**config.mk**
```make
export PLATFORM = sky130hd
export DESIGN_NAME = t03_sprite_layer
export DESIGN_NICKNAME = d
export VERILOG_FILES = /design/src/rtl/t03_sprite_pkg.sv /design/src/rtl/t03_sprite_hit.sv /design/src/rtl/t03_sprite_layer.sv
export SDC_FILE = /design/constraint.sdc
export NUM_CORES = 1
export LEC_CHECK = 0
export ABC_AREA = 1
export BUFFER_PORTS_ARGS = -buffer_cell sky130_fd_sc_hd__buf_2
export CORE_ASPECT_RATIO = 1.5
export CORE_MARGIN = 3
export CORE_UTILIZATION = 51
export CTS_BUF_LIST = sky130_fd_sc_hd__clkbuf_2 sky130_fd_sc_hd__clkbuf_4 sky130_fd_sc_hd__clkbuf_8
export CTS_CLUSTER_DIAMETER = 60
export DETAILED_ROUTE_END_ITERATION = 6
export PLACE_DENSITY = 0.71
export SLEW_MARGIN = 25
export SYNTH_ARGS = -nofsm -noshare
export SYNTH_HDL_FRONTEND = slang
export SYNTH_SLANG_ARGS = --single-unit
export TNS_END_PERCENT = 10
```
**constraint.sdc**
```tcl
create_clock -name clk -period 7.5 [get_ports clk]
set_clock_uncertainty 0.2 [all_clocks]
set_input_delay 0.375 -clock clk [delete_from_list [all_inputs] [get_ports clk]]
set_output_delay 0.375 -clock clk [all_outputs]
set_load 0.1 [all_outputs]
```
**src/rtl/t03_sprite_pkg.sv**
```systemverilog
// Shared types and constants for the sprite layer.
// Optional build macro T03_SPRITE_FLIP_EN is consumed by the files importing this package.
package t03_sprite_pkg;

  localparam int unsigned H_ACTIVE = 640;
  localparam int unsigned V_ACTIVE = 480;
  localparam int unsigned COORD_W  = 11;

  typedef logic [7:0]         color_t;   // RRRGGGBB
  typedef logic [COORD_W-1:0] coord_t;

  localparam color_t DEF_TRANSPARENT_KEY = 8'h00;
  localparam color_t DEF_BG_COLOR        = 8'h57;

  function automatic int unsigned width_of(input int unsigned n);
    return (n > 1) ? $clog2(n) : 1;
  endfunction

endpackage

```
**src/rtl/t03_sprite_hit.sv**
```systemverilog
// One sprite channel: bounds test against the raster position and texel row/column.
// With T03_SPRITE_FLIP_EN a flip input mirrors the column.
module t03_sprite_hit
  import t03_sprite_pkg::*;
#(
  parameter int unsigned SPR_W   = 15,
  parameter int unsigned SPR_H   = 20,
  parameter int unsigned SCALE_X = 1,
  parameter int unsigned SCALE_Y = 5,
  parameter int unsigned COL_W   = width_of(SPR_W),
  parameter int unsigned ROW_W   = width_of(SPR_H)
) (
  input  logic [COORD_W-1:0] hcnt,
  input  logic [COORD_W-1:0] vcnt,
  input  logic [COORD_W-1:0] x,
  input  logic [COORD_W-1:0] y,
  input  logic               en,
`ifdef T03_SPRITE_FLIP_EN
  input  logic               flip,
`endif
  output logic               hit,
  output logic [COL_W-1:0]   col,
  output logic [ROW_W-1:0]   row
);

  localparam logic [11:0] PIX_W = 12'(SPR_W * SCALE_X);
  localparam logic [11:0] PIX_H = 12'(SPR_H * SCALE_Y);

  logic [11:0]      h12, v12, x12, y12, dx, dy;
  logic [COL_W-1:0] col_raw;

  // One extra bit keeps right/bottom edges near 2047 from wrapping.
  always_comb begin
    h12     = {1'b0, hcnt};
    v12     = {1'b0, vcnt};
    x12     = {1'b0, x};
    y12     = {1'b0, y};
    dx      = h12 - x12;
    dy      = v12 - y12;
    hit     = en && (h12 >= x12) && (h12 < x12 + PIX_W) &&
                    (v12 >= y12) && (v12 < y12 + PIX_H);
    col_raw = COL_W'(dx / 12'(SCALE_X));
    row     = ROW_W'(dy / 12'(SCALE_Y));
`ifdef T03_SPRITE_FLIP_EN
    col     = flip ? COL_W'(SPR_W - 1) - col_raw : col_raw;
`else
    col     = col_raw;
`endif
  end

endmodule

```
**src/rtl/t03_sprite_layer.sv**
```systemverilog
// Multi-sprite renderer: double-buffered channels, priority hit test, ROM fetch, 2-cycle colour pipe.
// Optional macro T03_SPRITE_FLIP_EN adds the wr_flip port and per-channel horizontal flip.
module t03_sprite_layer
  import t03_sprite_pkg::*;
#(
  parameter int unsigned NUM_SPRITES     = 4,
  parameter int unsigned SPR_W           = 15,
  parameter int unsigned SPR_H           = 20,
  parameter int unsigned SCALE_X         = 1,
  parameter int unsigned SCALE_Y         = 5,
  parameter logic [7:0]  TRANSPARENT_KEY = DEF_TRANSPARENT_KEY,
  parameter logic [7:0]  BG_COLOR        = DEF_BG_COLOR,
  parameter int unsigned CH_W            = width_of(NUM_SPRITES),
  parameter int unsigned ADDR_W          = width_of(NUM_SPRITES * SPR_W * SPR_H)
) (
  input  logic              clk,
  input  logic              rst,
  input  logic [10:0]       hcnt,
  input  logic [10:0]       vcnt,
  input  logic              frame_start,
  input  logic              wr_valid,
  output logic              wr_ready,
  input  logic [CH_W-1:0]   wr_ch,
  input  logic [10:0]       wr_x,
  input  logic [10:0]       wr_y,
  input  logic              wr_en,
`ifdef T03_SPRITE_FLIP_EN
  input  logic              wr_flip,
`endif
  output logic [ADDR_W-1:0] rom_addr,
  input  logic [7:0]        rom_data,
  output logic [7:0]        color,
  output logic              hit,
  output logic [CH_W-1:0]   hit_ch,
  output logic              collision
);

  localparam int unsigned COL_W = width_of(SPR_W);
  localparam int unsigned ROW_W = width_of(SPR_H);

  logic [COORD_W-1:0]     sh_x  [NUM_SPRITES];
  logic [COORD_W-1:0]     sh_y  [NUM_SPRITES];
  logic [COORD_W-1:0]     act_x [NUM_SPRITES];
  logic [COORD_W-1:0]     act_y [NUM_SPRITES];
  logic [NUM_SPRITES-1:0] sh_en, act_en;
`ifdef T03_SPRITE_FLIP_EN
  logic [NUM_SPRITES-1:0] sh_flip, act_flip;
`endif

  logic                   wr_take;
  logic [NUM_SPRITES-1:0] hits;
  logic [COL_W-1:0]       cols [NUM_SPRITES];
  logic [ROW_W-1:0]       rows [NUM_SPRITES];

  logic                   any_hit, multi_hit;
  logic [CH_W-1:0]        sel_ch;
  logic [COL_W-1:0]       sel_col;
  logic [ROW_W-1:0]       sel_row;
  logic [ADDR_W-1:0]      addr_nxt;

  logic                   s1_valid, s2_valid;
  logic [CH_W-1:0]        s1_ch, s2_ch;

  assign wr_ready = ~frame_start;
  assign wr_take  = wr_valid && wr_ready && (32'(wr_ch) < NUM_SPRITES);

  // Shadow/active channel registers; the frame_start copy shadows any write in that cycle.
  always_ff @(posedge clk or posedge rst) begin
    if (rst) begin
      for (int unsigned i = 0; i < NUM_SPRITES; i++) begin
        sh_x[i]  <= '0;
        sh_y[i]  <= '0;
        act_x[i] <= '0;
        act_y[i] <= '0;
      end
      sh_en    <= '0;
      act_en   <= '0;
`ifdef T03_SPRITE_FLIP_EN
      sh_flip  <= '0;
      act_flip <= '0;
`endif
    end else if (frame_start) begin
      act_x    <= sh_x;
      act_y    <= sh_y;
      act_en   <= sh_en;
`ifdef T03_SPRITE_FLIP_EN
      act_flip <= sh_flip;
`endif
    end else if (wr_take) begin
      sh_x[wr_ch]    <= wr_x;
      sh_y[wr_ch]    <= wr_y;
      sh_en[wr_ch]   <= wr_en;
`ifdef T03_SPRITE_FLIP_EN
      sh_flip[wr_ch] <= wr_flip;
`endif
    end
  end

  for (genvar g = 0; g < NUM_SPRITES; g++) begin : g_ch
    t03_sprite_hit #(
      .SPR_W   (SPR_W),
      .SPR_H   (SPR_H),
      .SCALE_X (SCALE_X),
      .SCALE_Y (SCALE_Y),
      .COL_W   (COL_W),
      .ROW_W   (ROW_W)
    ) u_hit (
      .hcnt (hcnt),
      .vcnt (vcnt),
      .x    (act_x[g]),
      .y    (act_y[g]),
      .en   (act_en[g]),
`ifdef T03_SPRITE_FLIP_EN
      .flip (act_flip[g]),
`endif
      .hit  (hits[g]),
      .col  (cols[g]),
      .row  (rows[g])
    );
  end

  // Lowest index wins; any later hitter marks an overlap.
  always_comb begin
    any_hit   = 1'b0;
    multi_hit = 1'b0;
    sel_ch    = '0;
    sel_col   = '0;
    sel_row   = '0;
    for (int unsigned i = 0; i < NUM_SPRITES; i++) begin
      if (hits[i]) begin
        if (any_hit) begin
          multi_hit = 1'b1;
        end else begin
          any_hit = 1'b1;
          sel_ch  = CH_W'(i);
          sel_col = cols[i];
          sel_row = rows[i];
        end
      end
    end
    addr_nxt = ADDR_W'(32'(sel_ch) * SPR_W * SPR_H + 32'(sel_row) * SPR_W + 32'(sel_col));
  end

  // s1 tracks the address cycle, s2 the cycle rom_data arrives.
  always_ff @(posedge clk or posedge rst) begin
    if (rst) begin
      rom_addr  <= '0;
      s1_valid  <= 1'b0;
      s1_ch     <= '0;
      s2_valid  <= 1'b0;
      s2_ch     <= '0;
      color     <= '0;
      hit       <= 1'b0;
      hit_ch    <= '0;
      collision <= 1'b0;
    end else begin
      if (any_hit) rom_addr <= addr_nxt;
      s1_valid <= any_hit;
      s1_ch    <= sel_ch;
      s2_valid <= s1_valid;
      s2_ch    <= s1_ch;
      hit      <= s2_valid;
      hit_ch   <= s2_valid ? s2_ch : '0;
      if (!s2_valid)                     color <= '0;
      else if (rom_data == TRANSPARENT_KEY) color <= BG_COLOR;
      else                               color <= rom_data;
      if (frame_start)    collision <= 1'b0;
      else if (multi_hit) collision <= 1'b1;
    end
  end

endmodule

```
# Word-level counts from Yosys, hierarchy flattened
# Cells that the tools add are included.
# Widths: inputs -> output; s select.
# totals
reg_bits	213
in_bits	59
out_inout_bits	24
word_cells	138
# op_classes
addsub	18
multipliers	3
n_div	4
n_lt_le_gt_ge	20
n_mux	42
bitwise	2
n_reduce_logical	22
# op_table
operator	count
$lt 11x12->1	8
$bwmux 44	2
$ge 11x11->1	8
$add 11x4->12 const B	4
$add 11x7->12 const B	4
$div 12x3->12 const B	4
$sub 11x11->12	4
$mux 5	7
$mux 4	7
$demux 11 s2	1
$logic_and 1x1->1	19
$mux 8	2
$sub 4x4->4	4
$mux 1	15
$add 11x4->11	1
$add 11x9->11	1
$mux 11	1
$mux 2	5
$mul 5x4->9 const B	1
$mul 6x3->9 const B	1
$logic_not 8->1	1
$mul 2x4->6 const B	1
$bwmux 4	1
$ge 3x3->1 const B	1
8 further kinds	8

# Logic depth before layout (Yosys ltp)
# Gate-level depths: netlist of the first run.
# logic_depth
word_depth	16
mapped_depth	75

# Cells and area by module
# Synthesis of the first run repeated with hierarchy kept, for this count alone.
# hier_totals
cells_unflattened	2624
hier_area_um2	18823.1
# modules_own_cells
mod	instances	cells_each	area_per_inst_um2	seq_area_each_um2
t03_sprite_hit	4	404	2446.1	0.0
t03_sprite_layer	1	1008	9038.7	5330.1

# Worst setup path after synthesis of the first run
# Ideal clock, no wire load.
# synth_path
path_type	input port to flip-flop
start	input vcnt[0]
end	register rom_addr[10]
setup_time_ns	0.143
t_arrival_ns	7.708
required_time_ns	7.157
setup_slack_ns	-0.551
stages	64
path_buffers	0
path_cell_list	inv_1 -> ha_1 -> inv_1 -> fa_1 -> nand3_1 -> nand3_1 -> nand2_1 -> nand2_1 -> a21o_2 -> xor2_2 -> nand2_1 -> nand2_2 -> nand2_2 -> nand2_2 -> nand3_1 -> nand2_2 -> nand3_1 -> nand2_2 -> (+28 left out) -> nand2_1 -> nand2_1 -> fa_1 -> inv_1 -> fa_1 -> inv_1 -> fa_1 -> inv_1 -> fa_1 -> nand3_1 -> nand2_1 -> a21oi_1 -> o21bai_1 -> nand2_1 -> nand2_1 -> a21oi_1 -> xor2_1 -> o21ai_0
# synth_via
elab_chain_cells	14
# synth_rtl
item	line_no	text
start, declared	t03_sprite_layer.sv:19	input logic [10:0] vcnt,
parallel branches: the longest is 14 deep, another holds $sub 11x11->12	n/a	
end signal, assigned	t03_sprite_layer.sv:157	if (any_hit) rom_addr <= addr_nxt;
end, declared	t03_sprite_layer.sv:30	output logic [ADDR_W-1:0] rom_addr,
# Parallel ways; which one is timed is not known.
# A chain may end at the register's enable or synchronous reset.

# Worst setup path after layout of the first run
# layout_path
start	register act_y[11] (netlist name)
end	register rom_addr[10]
# layout_via
elab_chain_cells	10
# layout_rtl
item	line_no	text
start, declared	t03_sprite_layer.sv:44	logic [COORD_W-1:0] act_y [NUM_SPRITES];
start signal, assigned	t03_sprite_layer.sv:84	act_y <= sh_y;
parallel branches: the longest is 10 deep, another holds $sub 11x11->12	n/a	
# Parallel ways; which one is timed is not known.

==> results of run 1 <==
## flip-flops by register name, indices dropped and copies added (netlist names), 2 cells and up
signal,cells
color,8
act_y,44
sh_en,4
hit_ch,2
s2_ch,2
s1_ch,2
sh_y,44
rom_addr,11
act_en,4
act_x,44
sh_x,44
## what timing repair did
action / 4_1_cts / 5_1_grt
hold endpoints to repair: 236 / 0
pin swaps: 104 / 94
setup buffers: 44 / 19
cloned: 0 / 0
resized for setup: 142 / 147
hold buffers: 36 / 0
setup endpoints to repair: 8 / 9
## area by class of cell
type | count | area [sq um] | area share
multi-input cells | 1827 | 12700 | 0.516
well taps | 473 | 592 | 0.0240
inverters | 368 | 1430 | 0.0581
clock inverters | 12 | 126 | 0.00513
clock buffers | 46 | 596 | 0.0242
flip-flops and latches | 213 | 5330 | 0.216
repair buffers | 515 | 3840 | 0.156
## through the flow
step / setup TNS, ps / hold slack (ps) / cell area (sq um) / utilization / instances
2_1_floorplan: -495 / 131 / 18300 / - / 2446
3_3_place_gp: -5250 / 135 / 21700 / 0.619 / 3298
3_5_place_dp: -7500 / 147 / 21700 / 0.619 / 3298
4_1_cts: -3090 / 108 / 23800 / 0.677 / 3436
5_1_grt: -8320 / 169 / 24600 / 0.702 / 3454
6_report: -4200 / 148 / 24600 / 0.702 / 3454
## worst max-delay path: cells and delay by family (launching register included)
kind / cells / cell delay [ps]
fa+ha+maj: 7 / 2580
simple gates: 32 / 2540
compound gates: 8 / 1350
buf+inv: 11 / 720
flops: 1 / 390
xor+xnor: 2 / 360
## routing by layer
metal	global-route usage	wire length [um]	vias up
met4	0.190	4300	0
met1	0.280	19100	8719
met5	0	0	-
met2	0.553	29900	449
met3	0.0250	1700	230
li1	-	-	9041
## worst paths after layout
check,startpoint,to,slack [ps]
min in group asynchronous,rst,sh_x[43]$_DFFE_PP0P_,230
worst max register to register,act_y[11]$_DFFE_PP0P_,rom_addr[10]$_DFFE_PP0P_,-850
worst max-delay path,act_y[11]$_DFFE_PP0P_,rom_addr[10]$_DFFE_PP0P_,-850
max in group asynchronous,rst,hit_ch[0]$_DFF_PP0_,5450
worst min register to register,s1_ch[1]$_DFF_PP0_,s2_ch[1]$_DFF_PP0_,160
worst min-delay path,frame_start,act_en[1]$_DFFE_PP0P_,150
## cell families (layout without fill, tap and decap cells)
kind of cell               count (synthesis)  in the layout  synth area share
AOI/OAI and AO/OA                        434            434             0.136
xor gates and xnor gates                 107            107            0.0537
adders and majority gates                230            230             0.168
buffers and inverters                    406            941            0.0845
DFF                                      213            213             0.294
muxes                                      1              1          0.000552
and+or+nand+nor                         1055           1055             0.264
## layout by cell type (no fill, tap or decap), drive strengths merged, types with 16 or more instances in the layout
master / n
ha: 207
nor3: 16
nand4: 32
o21ai: 244
inv: 365
xnor2: 24
nor2: 78
clkbuf: 46
xor2: 82
fa: 23
nand3: 201
a21oi: 103
dlygate4sd3: 36
dfrtp: 213
buf: 479
nand2: 708
==> results.cfg, run 1 <==
[worst_setup_path]
cp-start-kind = flip-flop
cp-end-kind = flip-flop
max_stage_delay_ps = 510
r2r_cells = 60
crit_fanout = 5
crit_type = flip-flop to flip-flop
crit_arrival_ps = 8600
critPathRequiredTime_ps = 7760
crit_top_cell = nand2_2
critPathSlowestCell = fa_1

[timing]
period_share = 1.11
finalWorstSetupSlack_ps = -848
finalSetupViolations = 8
worstMarginPinSlew_ps = 929
rsz0062_at_grt = true
fmax_mhz = 120
slew_viol_final = 0
slew_headroom = 0.381
fin_crit_ps = 8350
hold_violations = 0

[clock_network]
cts_buffers = 31
clk_latency_ps = 610
clk_path_buf_depth = 3
root_buffer = clkbuf_8
cts.sinks = 213
clkTransAtPathRegs_ps = 70
cts_tree = yes
htreeDepth = 1

[die]
die_h_um = 237
die-area_sq_um = 37900
start_util = 0.517
die_w_um = 160
core_sq_um = 35100
rows = 84
io_pins = 83

[synth]
netlist_top_cells_area = dfrtp_1, ha_1, nand2_1
synth_nets = 2735
synth_commonest_cells = nand2_1, inv_1, o21ai_0, dfrtp_1, ha_1
yosys.cell_types.count = 60
yosysTopAreaCellShare = 0.294
synth_seq_cells = 213
yosysMostFrequentCell = nand2_1
ys.flop_type = dfrtp_1
synth_area_leader_cell = dfrtp_1
synth_edf_count = 0
yosys_warnings = 0
yosysSeqAreaShare = 0.294
syn_avg_cell_area_sq_um = 7.42
syn_area_sq_um = 18100
synthCells = 2446
async_flop_share = 1.00

[routing]
via_per_inst = 5.34
dr.pass1.iters = 7
drc = 3
ant_nets = 0
wl_per_cell_um = 15.9
num_vias = 18400
drt_wl_total_um = 55000
drt_iter0_markers = 998

[global_routing]
grt_use_total = 0.284
grt-ovfl-total = 0
grt_max_degree = 141
antenna_found_initial = 0
grt_pass1_vias = 19000
grt_pass1_wl_um = 88800

[min_path]
worstHoldPathCells = 3
hold_path.class = primary input to flip-flop

[finish]
final_nets = 3245
area_growth_pct = 35.7
final_layout_size_suffix_gt1_frac = 0.310
nFillCells = 2809
diodes = 0

[placement]
io_buffers = 82
place_congestion = 0.915
dp_hpwl_um = 40900
pre_cts_slack_ps = -1240

[status]
violations = DRC, setup timing
status = complete, but fails checks

[job]
drv_cap = 0
Power of run 1 is not shown: default switching activity piles up to over one toggle a cycle in this logic, so the estimate is an artifact.
==> run 2, diff against run 1 <==
--- a/config.mk
+++ b/config.mk
@@ -8,7 +8,6 @@
 export ABC_AREA = 1
 export BUFFER_PORTS_ARGS = -buffer_cell sky130_fd_sc_hd__buf_2
 export CORE_ASPECT_RATIO = 1.5
-export CORE_MARGIN = 3
 export CORE_UTILIZATION = 51
 export CTS_BUF_LIST = sky130_fd_sc_hd__clkbuf_2 sky130_fd_sc_hd__clkbuf_4 sky130_fd_sc_hd__clkbuf_8
 export CTS_CLUSTER_DIAMETER = 60
==> results.cfg, run 2 (synthesis gave the netlist of run 1 again) <==
[status]
status = complete, but fails checks
violations = setup timing

[placement]
io_buffers = 82
pre_cts_slack_ps = -1290
place_congestion = 0.943
dp_hpwl_um = 41100

[worst_setup_path]
cp-end-kind = flip-flop
crit_fanout = 4
cp-start-kind = flip-flop
cp_top_family = simple AND/OR/NAND/NOR gates
crit_type = flip-flop to flip-flop
critPathRequiredTime_ps = 7750
crit_arrival_ps = 8560
critPathBufInv = 14
critPathSlowestCell = fa_1
max_stage_delay_ps = 500

[die]
start_util = 0.517
rows = 84
die_h_um = 233
die-area_sq_um = 36400
core_sq_um = 35100
die_w_um = 156
io_pins = 83

[routing]
wl_per_cell_um = 16.0
drt_iter0_markers = 816
via_per_inst = 5.35
drc = 0
dr.pass1.iters = 5
ant_nets = 0
drt_wl_total_um = 54900
num_vias = 18400

[clock_network]
cts.sinks = 213
clk_path_buf_depth = 3
root_buffer = clkbuf_8
htreeDepth = 1
cts_tree = yes
cts_buffers = 31
clkTransAtPathRegs_ps = 70
clk_latency_ps = 610

[timing]
rsz0062_at_grt = true
finalWorstSetupSlack_ps = -808
slew_viol_final = 0
fin_crit_ps = 8310
fmax_mhz = 120
hold_violations = 0
slew_headroom = 0.388
period_share = 1.11
worstMarginPinSlew_ps = 917
finalSetupViolations = 8

[finish]
area_growth_pct = 34.6
final_common_cell = nand2_1
final_nets = 3234
diodes = 0
final_cell_mix = nand2_1, buf_4, inv_1
final_layout_size_suffix_gt1_frac = 0.316

[global_routing]
grt_pass1_vias = 18700
grt_max_degree = 123
grt-ovfl-total = 0
grt_pass1_wl_um = 85700
grt_use_total = 0.296
antenna_found_initial = 0

[job]
drv_cap = 0

[min_path]
hold_path.class = primary input to flip-flop
[run 2: layer usage]
metal | track usage | vias to the layer above | wire length (um)
met1 | 0.288 | 8744 | 19400
met5 | 0 | - | 0
li1 | - | 9026 | -
met2 | 0.591 | 432 | 30300
met3 | 0.0218 | 202 | 1520
met4 | 0.188 | 0 | 3730
[run 2: worst min-delay path: cells and delay by family]
| family | cells | cell delay (ps) |
|---|---|---|
| simple gates | 2 | 170 |
| buf+inv | 1 | 270 |
[run 2: timing repair]
item | 4_1_cts | 5_1_grt
endpoints found under the setup margin | 8 | 9
hold buffers | 36 | 0
setup buffers | 22 | 28
cloned | 0 | 0
pin swaps | 60 | 132
gates resized for setup | 76 | 238
hold endpoints to repair | 176 | 0
[run 2: layout make-up]
class | instances | area [sq um]
tap | 473 | 592
inverter | 368 | 1420
clock inverter | 10 | 113
fill | 2862 | 10700
multi-input combinational | 1827 | 12700
timing repair buffer | 504 | 3710
sequential | 213 | 5330
clock buffer | 47 | 578
[run 2: metrics by stage]
step                      setup TNS, ps  instance area (sq um)  utilization  hold WS [ps]  cells
after floorplan                    -495                  18300            -           131   2446
after global placement            -5210                  21700        0.618           136   3299
after detailed placement          -7170                  21700        0.618           144   3299
after CTS                         -3260                  23300        0.662          24.6   3414
after global routing              -8700                  24400        0.696          79.4   3442
final                             -4630                  24400        0.696          49.0   3442
[run 2: worst paths after layout]
| kind | from | to | slack, ps | cells past startpoint |
|---|---|---|---|---|
| min | frame_start | act_en[2]$_DFFE_PP0P_ | 50 | 3 |
| max reg2reg | act_y[9]$_DFFE_PP0P_ | rom_addr[10]$_DFFE_PP0P_ | -810 | 63 |
| min reg2reg | s1_ch[0]$_DFF_PP0_ | s2_ch[0]$_DFF_PP0_ | 150 | 0 |
| min in group asynchronous | rst | act_x[32]$_DFFE_PP0P_ | 170 | 3 |
| max | act_y[9]$_DFFE_PP0P_ | rom_addr[10]$_DFFE_PP0P_ | -810 | 63 |
| max in group asynchronous | rst | rom_addr[10]$_DFFE_PP0P_ | 5560 | 4 |
Power of run 2 is left out for the same reason.
==> run 3, diff against run 2 <==
--- a/config.mk
+++ b/config.mk
@@ -7,9 +7,10 @@
 export LEC_CHECK = 0
 export ABC_AREA = 1
 export BUFFER_PORTS_ARGS = -buffer_cell sky130_fd_sc_hd__buf_2
+export CAP_MARGIN = 10
 export CORE_ASPECT_RATIO = 1.5
 export CORE_UTILIZATION = 51
-export CTS_BUF_LIST = sky130_fd_sc_hd__clkbuf_2 sky130_fd_sc_hd__clkbuf_4 sky130_fd_sc_hd__clkbuf_8
+export CTS_BUF_LIST = sky130_fd_sc_hd__clkbuf_8
 export CTS_CLUSTER_DIAMETER = 60
 export DETAILED_ROUTE_END_ITERATION = 6
 export PLACE_DENSITY = 0.71
==> results.cfg, run 3 (synthesis gave the netlist of run 1 again) <==
[timing]
finalSetupViolations = 8
rsz0062_at_grt = true
hold_violations = 0
finalWorstSetupSlack_ps = -822
slew_headroom = 0.383
period_share = 1.11
fin_crit_ps = 8320
slew_viol_final = 0
fmax_mhz = 120
worstMarginPinSlew_ps = 926

[worst_setup_path]
critPathSlowestCell = fa_1
critPathRequiredTime_ps = 7750
cp-end-kind = flip-flop
crit_fanout = 4
crit_arrival_ps = 8570
cp-start-kind = flip-flop
max_stage_delay_ps = 500
crit_type = flip-flop to flip-flop

[finish]
final_common_cell = nand2_1
area_growth_pct = 34.4
final_cells = 3442
final_cell_mix = nand2_1, buf_4, inv_1
final_layout_size_suffix_gt1_frac = 0.312
final_nets = 3234
nFillCells = 2863
diodes = 0
final_util = 0.695

[routing]
via_per_inst = 5.34
dr.pass1.iters = 5
drt_iter0_markers = 841
drc = 0
drt_wl_total_um = 54900
ant_nets = 0
num_vias = 18400
wl_per_cell_um = 16.0

[clock_network]
cts_buffers = 31
clkTransAtPathRegs_ps = 70
cts.sinks = 213
root_buffer = clkbuf_8
clk_path_buf_depth = 3
cts_tree = yes
htreeDepth = 1
clk_latency_ps = 610

[die]
core_sq_um = 35100
rows = 84
die-area_sq_um = 36400
io_pins = 83
start_util = 0.517
die_w_um = 156
die_h_um = 233

[placement]
place_congestion = 0.943
io_buffers = 82
dp_hpwl_um = 41100
dpl.cell_count = 3299

[global_routing]
grt-ovfl-total = 0
antenna_found_initial = 0
grt_use_total = 0.296
grt_max_degree = 123
grt_pass1_vias = 18600
grt_pass1_wl_um = 85600

[min_path]
hold_path.class = primary input to flip-flop

[job]
drv_cap = 0

[status]
status = complete, but fails checks
violations = setup timing
[run 3: metal layers]
| layer | track usage | routed length (um) | vias up | part of all wire |
|---|---|---|---|---|
| li1 | - | - | 9019 | - |
| met1 | 0.288 | 19500 | 8726 | 0.35 |
| met2 | 0.590 | 30200 | 434 | 0.55 |
| met3 | 0.0209 | 1560 | 198 | 0.028 |
| met4 | 0.188 | 3670 | 0 | 0.067 |
| met5 | 0 | 0 | - | 0 |
[run 3: path summary, 6_finish.rpt]
kind	startpoint	end	slack (ps)	cells after the start
worst max-delay path	act_y[9]$_DFFE_PP0P_	rom_addr[10]$_DFFE_PP0P_	-820	63
worst min-delay path	frame_start	act_en[2]$_DFFE_PP0P_	50	3
worst max register to register	act_y[9]$_DFFE_PP0P_	rom_addr[10]$_DFFE_PP0P_	-820	63
worst min register to register	s1_ch[0]$_DFF_PP0_	s2_ch[0]$_DFF_PP0_	150	0
max in group asynchronous	rst	rom_addr[10]$_DFFE_PP0P_	5540	4
min in group asynchronous	rst	act_x[32]$_DFFE_PP0P_	180	3
[run 3: what timing repair did]
item                                    CTS  global route
gates resized for setup                  77           238
pin swaps                                60           132
hold buffers                             36             0
endpoints found under the hold margin   175             0
endpoints found under the setup margin    8             9
buffers inserted                         22            28
[run 3: metrics by stage]
step	setup slack, ps	TNS (ps)	hold slack [ps]	area (sq um)
6_report	-822	-4740	50.1	24400
3_5_place_dp	-1290	-7170	144	21700
3_3_place_gp	-943	-5210	136	21700
4_1_cts	-684	-3260	15.6	23200
5_1_grt	-1370	-8780	79.9	24400
2_1_floorplan	-266	-495	131	18300
[run 3: layout make-up]
type / instances / area, sq um / share of cell area
clock inverters: 21 / 154 / 0.00631
multi-input cells: 1827 / 12700 / 0.520
well taps: 473 / 592 / 0.0243
repair buffers: 504 / 3710 / 0.152
clock buffers: 36 / 495 / 0.0203
inverters: 368 / 1420 / 0.0581
flip-flops and latches: 213 / 5330 / 0.219
[run 3: critical path: cells and delay by family, from the launching register on]
family	cells	cell delay, ps
flip-flops	1	370
AO/OA/AOI/OAI	6	820
buffers and inverters	14	1160
AND/OR/NAND/NOR	36	3040
XOR/XNOR	2	380
adder cells (fa/ha/maj)	5	2170
Power of run 3 is left out for the same reason.
